File: src/rtl/fp_div_iter_param.sv
// Iterative restoring floating-point divider, round-to-nearest-even, one quotient bit per cycle.
// Define FP_DIV_FLAGS_EN to build the exception flags; otherwise flags reads 5'b0.
//
// state    | meaning
// S_IDLE   | ready, waiting for valid_in
// S_UNPACK | decode operands, resolve special cases, seed the divider
// S_DIV    | one trial subtraction per cycle
// S_ROUND  | round, range-check, publish result
module fp_div_iter_param #(
    parameter int EXP_W = 8,
    parameter int MAN_W = 23
) (
    input  logic                 clk,
    input  logic                 rst,
    input  logic                 valid_in,
    input  logic [EXP_W+MAN_W:0] a,
    input  logic [EXP_W+MAN_W:0] b,
    output logic                 ready,
    output logic                 valid_out,
    output logic [EXP_W+MAN_W:0] result,
    output logic [4:0]           flags
);
    localparam int W     = 1 + EXP_W + MAN_W;
    localparam int SIG_W = MAN_W + 1;
    localparam int QW    = MAN_W + 3;
    localparam int XW    = EXP_W + 2;
    localparam int CW    = $clog2(QW);
    localparam logic [XW-1:0] BIAS = XW'((1 << (EXP_W - 1)) - 1);
    localparam logic [XW-1:0] EMAX = XW'((1 << EXP_W) - 1);
    localparam logic [W-1:0]  QNAN = {1'b0, {EXP_W{1'b1}}, 1'b1, {(MAN_W-1){1'b0}}};
`ifdef FP_DIV_FLAGS_EN
    localparam bit FLAGS_EN = 1'b1;
`else
    localparam bit FLAGS_EN = 1'b0;
`endif

    typedef enum logic [1:0] {S_IDLE, S_UNPACK, S_DIV, S_ROUND} state_t;

    state_t            state_q, state_d;
    logic [W-1:0]      a_q, a_d, b_q, b_d;
    logic [XW-1:0]     exp_q, exp_d;
    logic [SIG_W:0]    rem_q, rem_d;
    logic [SIG_W-1:0]  div_q, div_d;
    logic [QW-1:0]     quo_q, quo_d;
    logic [CW-1:0]     cnt_q, cnt_d;
    logic              hold_q, hold_d;
    logic              ready_q, ready_d;
    logic              valid_out_q, valid_out_d;
    logic [W-1:0]      result_q, result_d;
    logic [4:0]        flags_q, flags_d;

    logic [EXP_W-1:0]  ea, eb;
    logic [MAN_W-1:0]  fa, fb;
    logic [SIG_W-1:0]  ma, mb;
    logic              sgn, a_nan, b_nan, a_inf, b_inf, a_zero, b_zero;
    logic              spec;
    logic [W-1:0]      sres, inf_w, zero_w;
    logic [4:0]        sflg;
    logic [XW-1:0]     e_raw, e_r;
    logic [SIG_W+1:0]  trial;
    logic [SIG_W:0]    mant_r;
    logic              g_bit, r_bit, st_bit, up, ovf, unf;

    always_comb begin
        ea     = a_q[W-2:MAN_W];
        eb     = b_q[W-2:MAN_W];
        fa     = a_q[MAN_W-1:0];
        fb     = b_q[MAN_W-1:0];
        ma     = {1'b1, fa};
        mb     = {1'b1, fb};
        sgn    = a_q[W-1] ^ b_q[W-1];
        a_nan  = (&ea) & (|fa);
        b_nan  = (&eb) & (|fb);
        a_inf  = (&ea) & ~(|fa);
        b_inf  = (&eb) & ~(|fb);
        a_zero = ~(|ea);        // subnormals flush to zero
        b_zero = ~(|eb);
        inf_w  = {sgn, {EXP_W{1'b1}}, {MAN_W{1'b0}}};
        zero_w = {sgn, {(W-1){1'b0}}};
        e_raw  = {2'b00, ea} - {2'b00, eb} + BIAS;   // two's complement
        spec   = 1'b1;
        sres   = '0;
        sflg   = '0;
        if (a_nan | b_nan) begin
            sres = QNAN;
            sflg = 5'b10000;
        end else if ((a_zero & b_zero) | (a_inf & b_inf)) begin
            sres = QNAN;
            sflg = 5'b10000;
        end else if (b_zero & ~a_inf) begin
            sres = inf_w;
            sflg = 5'b01000;
        end else if (a_inf) begin
            sres = inf_w;
        end else if (a_zero | b_inf) begin
            sres = zero_w;
        end else begin
            spec = 1'b0;
        end

        trial  = {1'b0, rem_q} - {2'b00, div_q};
        g_bit  = quo_q[1];
        r_bit  = quo_q[0];
        st_bit = |rem_q;
        up     = g_bit & (r_bit | st_bit | quo_q[2]);
        mant_r = {1'b0, quo_q[QW-1:2]} + {{SIG_W{1'b0}}, up};
        e_r    = exp_q + {{(XW-1){1'b0}}, mant_r[SIG_W]};
        ovf    = ~e_r[XW-1] & (e_r >= EMAX);
        unf    = e_r[XW-1] | (e_r == '0);
    end

    always_comb begin
        state_d     = state_q;
        a_d         = a_q;
        b_d         = b_q;
        exp_d       = exp_q;
        rem_d       = rem_q;
        div_d       = div_q;
        quo_d       = quo_q;
        cnt_d       = cnt_q;
        hold_d      = hold_q;
        ready_d     = ready_q;
        valid_out_d = 1'b0;
        result_d    = result_q;
        flags_d     = flags_q;
        case (state_q)
            S_IDLE: begin
                if (valid_in) begin
                    a_d     = a;
                    b_d     = b;
                    hold_d  = 1'b0;
                    ready_d = 1'b0;
                    state_d = S_UNPACK;
                end
            end
            S_UNPACK: begin
                if (spec) begin
                    // specials dwell one extra cycle for a fixed two-cycle latency
                    hold_d = 1'b1;
                    if (hold_q) begin
                        result_d    = sres;
                        flags_d     = FLAGS_EN ? sflg : 5'b0;
                        valid_out_d = 1'b1;
                        ready_d     = 1'b1;
                        state_d     = S_IDLE;
                    end
                end else begin
                    if (ma < mb) begin
                        rem_d = {ma, 1'b0};
                        exp_d = e_raw - XW'(1);
                    end else begin
                        rem_d = {1'b0, ma};
                        exp_d = e_raw;
                    end
                    div_d   = mb;
                    quo_d   = '0;
                    cnt_d   = CW'(QW - 1);
                    state_d = S_DIV;
                end
            end
            S_DIV: begin
                if (!trial[SIG_W+1]) rem_d = {trial[SIG_W-1:0], 1'b0};
                else                 rem_d = {rem_q[SIG_W-1:0], 1'b0};
                quo_d = {quo_q[QW-2:0], ~trial[SIG_W+1]};
                if (cnt_q == '0) state_d = S_ROUND;
                else             cnt_d   = cnt_q - CW'(1);
            end
            S_ROUND: begin
                if (ovf) begin
                    result_d = inf_w;
                    flags_d  = FLAGS_EN ? 5'b00101 : 5'b0;
                end else if (unf) begin
                    result_d = zero_w;
                    flags_d  = FLAGS_EN ? 5'b00011 : 5'b0;
                end else begin
                    result_d = {sgn, e_r[EXP_W-1:0], mant_r[MAN_W-1:0]};
                    flags_d  = FLAGS_EN ? {4'b0000, g_bit | r_bit | st_bit} : 5'b0;
                end
                valid_out_d = 1'b1;
                ready_d     = 1'b1;
                state_d     = S_IDLE;
            end
            default: state_d = S_IDLE;
        endcase
    end

    always_ff @(posedge clk) begin
        if (rst) begin
            state_q     <= S_IDLE;
            a_q         <= '0;
            b_q         <= '0;
            exp_q       <= '0;
            rem_q       <= '0;
            div_q       <= '0;
            quo_q       <= '0;
            cnt_q       <= '0;
            hold_q      <= 1'b0;
            ready_q     <= 1'b1;
            valid_out_q <= 1'b0;
            result_q    <= '0;
            flags_q     <= '0;
        end else begin
            state_q     <= state_d;
            a_q         <= a_d;
            b_q         <= b_d;
            exp_q       <= exp_d;
            rem_q       <= rem_d;
            div_q       <= div_d;
            quo_q       <= quo_d;
            cnt_q       <= cnt_d;
            hold_q      <= hold_d;
            ready_q     <= ready_d;
            valid_out_q <= valid_out_d;
            result_q    <= result_d;
            flags_q     <= flags_d;
        end
    end

    assign ready     = ready_q;
    assign valid_out = valid_out_q;
    assign result    = result_q;
    assign flags     = flags_q;
endmodule
File: config.mk
export PLATFORM = sky130hd
export DESIGN_NAME = fp_div_iter_param
export DESIGN_NICKNAME = d
export VERILOG_FILES = /design/src/rtl/fp_div_iter_param.sv
export SDC_FILE = /design/constraint.sdc
export NUM_CORES = 1
export LEC_CHECK = 0
export CAP_MARGIN = 20
export CORE_MARGIN = 2
export CORE_UTILIZATION = 40
export DETAILED_ROUTE_END_ITERATION = 8
export PLACE_DENSITY = 0.61
export REMOVE_ABC_BUFFERS = 1
export SYNTH_ARGS = -nofsm -noshare
export SYNTH_HDL_FRONTEND = slang
export SYNTH_SLANG_ARGS = --single-unit
File: constraint.sdc
create_clock -name clk -period 4.05 [get_ports clk]
set_input_delay 0.81 -clock clk [delete_from_list [all_inputs] [get_ports clk]]
set_output_delay 0.81 -clock clk [all_outputs]
set_load 0.02 [all_outputs]
==> results of run 1 <==
## sequential cells by signal, summed over array words and instances (netlist names), named ones only
signal,count
cnt_q,5
result,32
valid_out,1
rem_q,25
div_q,24
quo_q,26
state_q,1
exp_q,10
a_q,32
hold_q,1
ready,1
b_q,32
## stage by stage
stage                     area [µm²]  instances
after floorplan                11000       1407
after global placement         12700       1907
after detailed placement       12700       1907
after CTS                      13300       1939
after global routing           13400       1939
final                          13400       1939
## routing by layer
layer,up-vias,wire length (µm),track usage (%)
met2,276,13800,32.7
met3,31,1240,2.81
met4,0,335,4.42
met1,4915,15100,28.6
met5,-,0,0
li1,5320,-,-
## worst max-delay path, delay by kind of cell (launching register included)
family / cells / cell delay [ns]
AO/OA/AOI/OAI: 2 / 0.55
XOR/XNOR: 1 / 0.18
adder cells (fa/ha/maj): 3 / 0.60
buffers and inverters: 1 / 0.18
flip-flops: 1 / 0.36
AND/OR/NAND/NOR: 11 / 1.69
## Yosys cell counts, drive strengths merged (6+ instances only)
library cell / number / share of area (%)
nor2: 76 / 2.6
dfxtp: 191 / 34
o21ai: 48 / 2.1
o221ai: 6 / 0.57
ha: 65 / 7.2
nand3: 72 / 3.2
and3: 14 / 0.81
clkbuf: 51 / 1.7
or4: 9 / 0.63
or3: 6 / 0.33
o211ai: 17 / 1.3
and2: 7 / 0.39
a21o: 14 / 0.93
mux2: 16 / 1.8
nand2: 300 / 9.9
a21oi: 197 / 8.8
a31oi: 7 / 0.39
nor2b: 10 / 0.55
xor2: 26 / 2.1
o21a: 11 / 0.73
inv: 85 / 2.8
a211oi: 20 / 1.5
o21bai: 8 / 0.53
nor3: 29 / 1.3
xnor2: 33 / 2.6
mux2i: 7 / 0.65
buf: 29 / 1.5
nand4: 17 / 0.94
nand2b: 15 / 0.83
nor4: 20 / 1.4
## final cells by class
type,instances,area [µm²]
timing repair buffer,122,1170
fill,2779,14500
sequential,191,3820
clock inverter,15,204
clock buffer,17,425
tap,378,473
multi-input combinational,1131,6940
inverter,85,319
## logic make-up (layout without fill, tap and decap cells)
| kind of cell | count (synthesis) | count (layout) | share of synthesized area (%) |
|---|---|---|---|
| simple gates | 588 | 588 | 23.7 |
| compound gates | 389 | 389 | 22.0 |
| flops | 191 | 191 | 33.7 |
| buf+inv | 165 | 239 | 6.00 |
| fa+ha+maj | 67 | 67 | 7.51 |
| xor+xnor | 59 | 59 | 4.68 |
| mux | 23 | 23 | 2.40 |
| other cells | 1 | 5 | 0.0330 |
## worst max path at each step
stage                      end
floorplan            rem_q[24]
global placement    result[14]
detailed placement  result[19]
CTS                 result[22]
global route        result[14]
finish              result[22]
## where the power goes
part	internal, W	total (W)	switching [W]	leakage (nW)
logic	0.00129	0.00337	0.00209	3.03
clock network	0.000857	0.00178	0.000925	0.302
registers	0.00205	0.00226	0.000206	1.55
total	0.00419	0.00741	0.00322	4.89
==> impl_metrics.yaml, run 1 <==
sta:
  hold_slack_ns: 0.451
  fmax_mhz: 269
  skew_ns: 0.0194
  relSlewSlack_pct: 49.3
  period_share_pct: 91.8
  tightest_slew_ns: 0.761
  rsz0062_at_grt: "no"
  finalSetupViolations: 0
  final.setup.tns_ns: 0
  report.final.slew_viol_count: 0
  fin_crit_ns: 3.72
  hold_violations: 0
  layout_setup_ws_ns: 0.332
logic_synthesis:
  syn_avg_cell_area_um2: 7.66
  synth-edff-count: 0
  yosysSeqAreaShare_pct: 33.7
  syn_inst: 1483
  synthFlopType: "dfxtp_1"
  yosysWarningCount: 0
  synthArstFlopShare_pct: 0
  ys_seq_elements: 191
  synth.distinct_cells: 91
  netlist_area_mm2: 0.0114
critical_path:
  r2r-end: "result[22]"
  critPathMaxFanout: 23
  critPathLaunch: "quo_q[1]"
  r2r_setup_slack_ns: 0.33
  worstPathArrival_ns: 4.03
  r2r-start: "quo_q[1]"
  crit_path_max_incr_delay_ns: 0.41
  crit_type: "reg -> reg"
  critical_path.slowest_cell: "o41ai_4"
  startpoint_type: "flip-flop"
  cp.required_ns: 4.36
  end_kind: "flip-flop"
  ff2ff_path_depth: 18
  cp_common_cell: "and3_1"
  crit_chain: "and2_1, ha_1, and3_1, nand4_1, nor3_2, and3_1, and3_1, ha_2, ha_4, nand3_1, xor2_1, nor2_1, nand4_1, o41ai_4, nor2b_1, buf_6, a21oi_1, nor3_1"
clock_tree:
  ctsHoldBuffers: 0
  cts_tree: "done"
  ctsLongestPathBuffers: 2
  cts.repair.resized: 0
  path_clk_slew_ns: 0.08
  htreeDepth: 4
  cts_setup_buffers: 0
  clock_sinks: 191
  numCtsBuffers: 17
  clk_latency_ns: 0.45
  ctsRootBufferMaster: "clkbuf_16"
power:
  power_density_mw_per_mm2: 555
  p_leak_nw: 4.89
  ir_drop_mv: 0.447
  fin_total_pwr_w: 0.00741
min_path:
  hold_depth: 2
  hold_path.class: "reg -> reg"
  min_from: "quo_q[25]"
  whs_endpoint: "quo_q[25]"
floorplan:
  rows: 61
  core_area_mm2: 0.0279
  die_w_um: 173
  dieArea_mm2: 0.0298
  dieHeight_um: 173
  initial_core_util_pct: 40.8
  ios: 106
placed_design:
  dp_slack_ns: 0.0425
  portBuffers: 100
  hpwl_um: 22000
  finalWeightedCongestion: 0.880
route:
  vias: 10500
  finalWirelength_um: 30500
  drtIter0Drc: 735
  first_pass_iters: 5
  vias_per_cell: 5.44
  drtAntennaViolNets: 0
  drc: 0
  wire_per_inst_um: 15.7
grt:
  first_global_vias: 9803
  gr-total-overflow: 0
  grt_max_degree: 71
  grt_first_pass_wirelength_um: 50400
  grt.total_usage_pct: 20.2
  antenna_found_initial: 0
layout:
  area_delta_synth_final_pct: 17.5
  final_cell_mix: "nand2_1 (299), a21oi_1 (195), dfxtp_1 (190)"
  post-route-util_pct: 47.9
  num_antenna_cells: 0
  drive_gt1_share_pct: 6.73
  final_common_cell: "nand2_1"
  final_nets: 1682
run_status:
  outcome: "completed"
flow_run:
  cap_violations: 0
Note: power is estimated with default switching activity, not from simulation.
==> run 2, diff against run 1 <==
Settings changed: REMOVE_ABC_BUFFERS 1 to unset, SKIP_LAST_GASP set to 1.
==> impl_metrics.yaml, run 2 (synthesized netlist as in run 1, its figures left out) <==
run_status:
  outcome: "completed"
route:
  finalWirelength_um: 30300
  vias_per_cell: 5.39
  first_pass_iters: 5
  drtAntennaViolNets: 0
  drtIter0Drc: 718
  vias: 10400
  wire_per_inst_um: 15.7
  drc: 0
sta:
  layout_setup_ws_ns: 0.355
  tightest_slew_ns: 0.889
  period_share_pct: 91.2
  final.setup.tns_ns: 0
  fmax_mhz: 271
  rsz0062_at_grt: "no"
  hold_violations: 0
  finalSetupViolations: 0
  fin_crit_ns: 3.69
  report.final.slew_viol_count: 0
  relSlewSlack_pct: 39.5
  skew_ns: 0.0201
layout:
  num_antenna_cells: 0
  final_common_cell: "nand2_1"
  fillers: 2845
  final_cells: 1936
  fin_area_mm2: 0.0133
  regArea_mm2: 0.00382
  final_cell_mix: "nand2_1 (299), a21oi_1 (195), dfxtp_1 (190)"
  drive_gt1_share_pct: 6.55
  area_delta_synth_final_pct: 17.4
  final_nets: 1679
  multi_input_area_mm2: 0.00694
power:
  power_density_mw_per_mm2: 558
  p_leak_nw: 4.88
  ir_drop_mv: 0.401
clock_tree:
  cts_tree: "done"
  htreeDepth: 4
  numCtsBuffers: 17
  path_clk_slew_ns: 0.08
  ctsHoldBuffers: 0
  ctsLongestPathBuffers: 2
  clock_sinks: 191
  ctsRootBufferMaster: "clkbuf_16"
  clk_latency_ns: 0.45
critical_path:
  crit_end: "result[22]"
  critPathLaunch: "quo_q[1]"
  ff2ff_path_depth: 18
  worstPathArrival_ns: 4.00
  r2r-start: "quo_q[1]"
  startpoint_type: "flip-flop"
  crit_type: "reg -> reg"
  cp.required_ns: 4.35
  critPathMaxFanout: 23
  r2r_setup_slack_ns: 0.36
  r2r-end: "result[22]"
  end_kind: "flip-flop"
floorplan:
  core_area_mm2: 0.0279
  dieArea_mm2: 0.0298
  initial_core_util_pct: 40.8
  die_w_um: 173
  ios: 106
  dieHeight_um: 173
  rows: 61
grt:
  antenna_found_initial: 0
  gr-total-overflow: 0
  grt_first_pass_wirelength_um: 50600
  grt_max_degree: 81
  first_global_vias: 9952
  grt.total_usage_pct: 20.2
placed_design:
  portBuffers: 100
  dp_slack_ns: 0.0706
  finalWeightedCongestion: 0.856
  place_inst: 1902
  placed_cell_area_mm2: 0.0127
  hpwl_um: 21700
flow_run:
  cap_violations: 0
min_path:
  hold_path.class: "reg -> reg"
[run 2: cell types whose count changed in the layout (fill, tap and decap cells not counted), sizes merged]
cell	change
buf	-3
bufinv	+1
clkinv	-1
clkinvlp	+1
inv	-1
[run 2: worst min path at each step]
stage	endpoint	slack, ns	cells past startpoint	start
final	quo_q[25]	0.45	2	quo_q[25]
after global routing	result[10]	0.48	2	result[10]
after CTS	result[8]	0.46	2	result[8]
after detailed placement	quo_q[25]	0.45	2	quo_q[25]
after global placement	quo_q[25]	0.44	2	quo_q[25]
after floorplan	quo_q[25]	0.43	2	quo_q[25]
[run 2: timing repair]
item,CTS,global route
resized for setup,0,6
endpoints found under the setup margin,0,31
endpoints found under the hold margin,0,0
buffers inserted,0,2
[run 2: critical path: stages (launching register included)]
cell     delay [ns]
dfxtp_1        0.40
and2_1         0.15
ha_1           0.17
and3_1         0.23
nand4_1        0.17
nor3_2         0.18
and3_1         0.24
and3_1         0.18
ha_2           0.24
ha_4           0.18
nand3_1        0.09
xor2_1         0.18
nor2_1         0.12
nand4_1        0.17
o41ai_4        0.33
nor2b_1        0.08
buf_4          0.22
a21oi_1        0.15
nor3_1         0.06
[run 2: through the flow]
stage	utilization [%]	hold WS (ns)	total power, W
floorplan	-	0.428	0.00482
global placement	45.4	0.439	0.00558
detailed placement	45.4	0.445	0.00562
CTS	47.7	0.456	0.00744
global route	47.9	0.477	0.00792
finish	47.9	0.451	0.00745
[run 2: area by class of cell]
cell class | count | share of cell area, %
inverters | 85 | 2.39
clock buffers | 17 | 3.19
repair buffers | 119 | 8.65
clock inverters | 15 | 1.58
multi-input cells | 1131 | 52.0
flip-flops and latches | 191 | 28.7
well taps | 378 | 3.54
[run 2: report_power, final]
| part | total (W) | switching [W] | internal (W) |
|---|---|---|---|
| clock | 0.00181 | 0.000899 | 0.000908 |
| sequential | 0.00225 | 0.000202 | 0.00205 |
| combinational | 0.00339 | 0.00210 | 0.00129 |
[run 2: routing by layer]
metal	track usage, %	share of wire (%)
met1	28.2	49
met2	32.6	45
met3	2.84	4.1
met4	5.48	1.6
met5	0	0
==> run 3, diff against run 2 <==
Settings changed: CORE_UTILIZATION 40 to 34, PLACE_DENSITY 0.61 to 0.54, REMOVE_ABC_BUFFERS set to 1.
==> impl_metrics.yaml, run 3 (synthesized netlist as in run 1, its figures left out) <==
grt:
  antenna_found_initial: 0
  grt_max_degree: 107
  gr-total-overflow: 0
  first_global_vias: 9999
  grt.total_usage_pct: 18.1
  grt_first_pass_wirelength_um: 52400
layout:
  final_cells: 2003
  final_nets: 1682
  post-route-util_pct: 41.1
  final_common_cell: "nand2_1"
  drive_gt1_share_pct: 6.66
  num_antenna_cells: 0
  area_delta_synth_final_pct: 18.2
  final_cell_mix: "nand2_1 (299), a21oi_1 (195), dfxtp_1 (191)"
critical_path:
  critPathBufInv: 1
  crit_chain: "and2_1, ha_1, and3_1, nand4_1, nor3_2, and3_1, and3_1, ha_2, ha_4, nand2_1, xor2_1, nand2_1, o31a_1, nor2b_1, buf_6, a22oi_1, nor2_1"
  worstPathArrival_ns: 3.98
  critical_path.slowest_cell: "dfxtp_1"
  critPathMaxFanout: 23
  ff2ff_path_depth: 17
  cp_num_cells: 17
  crit_path_max_incr_delay_ns: 0.40
  startpoint_type: "flip-flop"
  cp.required_ns: 4.35
  end_kind: "flip-flop"
  crit_type: "reg -> reg"
  crit_family: "simple AND/OR/NAND/NOR gates"
  cp_common_cell: "and3_1"
floorplan:
  ios: 106
  die_w_um: 187
  rows: 66
  dieArea_mm2: 0.0349
  dieHeight_um: 187
  initial_core_util_pct: 34.7
  core_area_mm2: 0.0327
clock_tree:
  htreeDepth: 4
  ctsHoldBuffers: 0
  clock_sinks: 191
  cts_tree: "done"
  numCtsBuffers: 17
  clk_latency_ns: 0.44
  ctsLongestPathBuffers: 2
  path_clk_slew_ns: 0.08
  ctsRootBufferMaster: "clkbuf_16"
power:
  p_leak_nw: 4.89
  ir_drop_mv: 0.486
  power_density_mw_per_mm2: 552
sta:
  hold_violations: 0
  relSlewSlack_pct: 39.2
  finalSetupViolations: 0
  period_share_pct: 90.8
  report.final.slew_viol_count: 0
  final.setup.tns_ns: 0
  skew_ns: 0.0119
  rsz0062_at_grt: "no"
  fmax_mhz: 272
  hold_slack_ns: 0.449
  tightest_slew_ns: 0.910
  fin_crit_ns: 3.68
route:
  wire_per_inst_um: 15.7
  finalWirelength_um: 31400
  first_pass_iters: 5
  vias_per_cell: 5.20
  drc: 0
  drtAntennaViolNets: 0
  drtIter0Drc: 724
  vias: 10400
placed_design:
  hpwl_um: 22800
  portBuffers: 100
  finalWeightedCongestion: 0.901
  place_inst: 1968
min_path:
  hold_path.class: "reg -> reg"
  hold_depth: 2
run_status:
  outcome: "completed"
flow_run:
  cap_violations: 0
run 3: cell count changes in the layout (fill, tap and decap cells not counted), sizes merged:
| cell | change |
|---|---|
| buf | +3 |
| clkinv | -3 |
| clkbuf | +2 |
| clkinvlp | +1 |
run 3: power breakdown:
group	total, W	internal [W]	switching (W)
Sequential	0.00225	0.00205	0.000204
Combinational	0.00342	0.00130	0.00213
Clock	0.00173	0.000909	0.000823
Total	0.00741	0.00425	0.00316
run 3: cell type report:
cell class | instances | area, µm²
well taps | 442 | 553
fillers | 3425 | 19300
flip-flops and latches | 191 | 3820
clock inverters | 13 | 149
inverters | 85 | 319
repair buffers | 122 | 1200
clock buffers | 19 | 453
multi-input cells | 1131 | 6940
run 3: repair_timing:
item / CTS / global route
buffers inserted: 0 / 3
endpoints found under the setup margin: 0 / 31
resized for setup: 0 / 6
run 3: routing by layer:
layer  vias to the layer above  GRT usage (%)  wire length [µm]
li1                       5319              -                 -
met1                      4862           25.8             16000
met2                       201           28.8             13900
met3                        25           2.50              1080
met4                         0           4.52               439
met5                         -              0                 0
run 3: worst paths after layout:
| kind | slack [ns] | startpoint | endpoint |
|---|---|---|---|
| max | 0.37 | quo_q[1] | result[19] |
| min | 0.45 | result[10] | result[10] |
| max reg2reg | 0.37 | quo_q[1] | result[19] |
| min reg2reg | 0.45 | result[10] | result[10] |
run 3: worst register-to-register path: stages (launching register included):
cell and delay, ns:
dfxtp_1 0.40, and2_1 0.15, ha_1 0.16, and3_1 0.22
nand4_1 0.16, nor3_2 0.26, and3_1 0.23, and3_1 0.18
ha_2 0.24, ha_4 0.19, nand2_1 0.07, xor2_1 0.32
nand2_1 0.11, o31a_1 0.31, nor2b_1 0.16, buf_6 0.18
a22oi_1 0.15, nor2_1 0.06
run 3: through the flow:
| step | setup WS [ns] | cell area, µm² | total power (W) |
|---|---|---|---|
| 2_1_floorplan | -0.993 | 11000 | 0.00467 |
| 3_3_place_gp | 0.175 | 12800 | 0.00565 |
| 3_5_place_dp | 0.105 | 12800 | 0.00567 |
| 4_1_cts | 0.0774 | 13400 | 0.00742 |
| 5_1_grt | 0.0410 | 13400 | 0.00794 |
| 6_report | 0.372 | 13400 | 0.00741 |
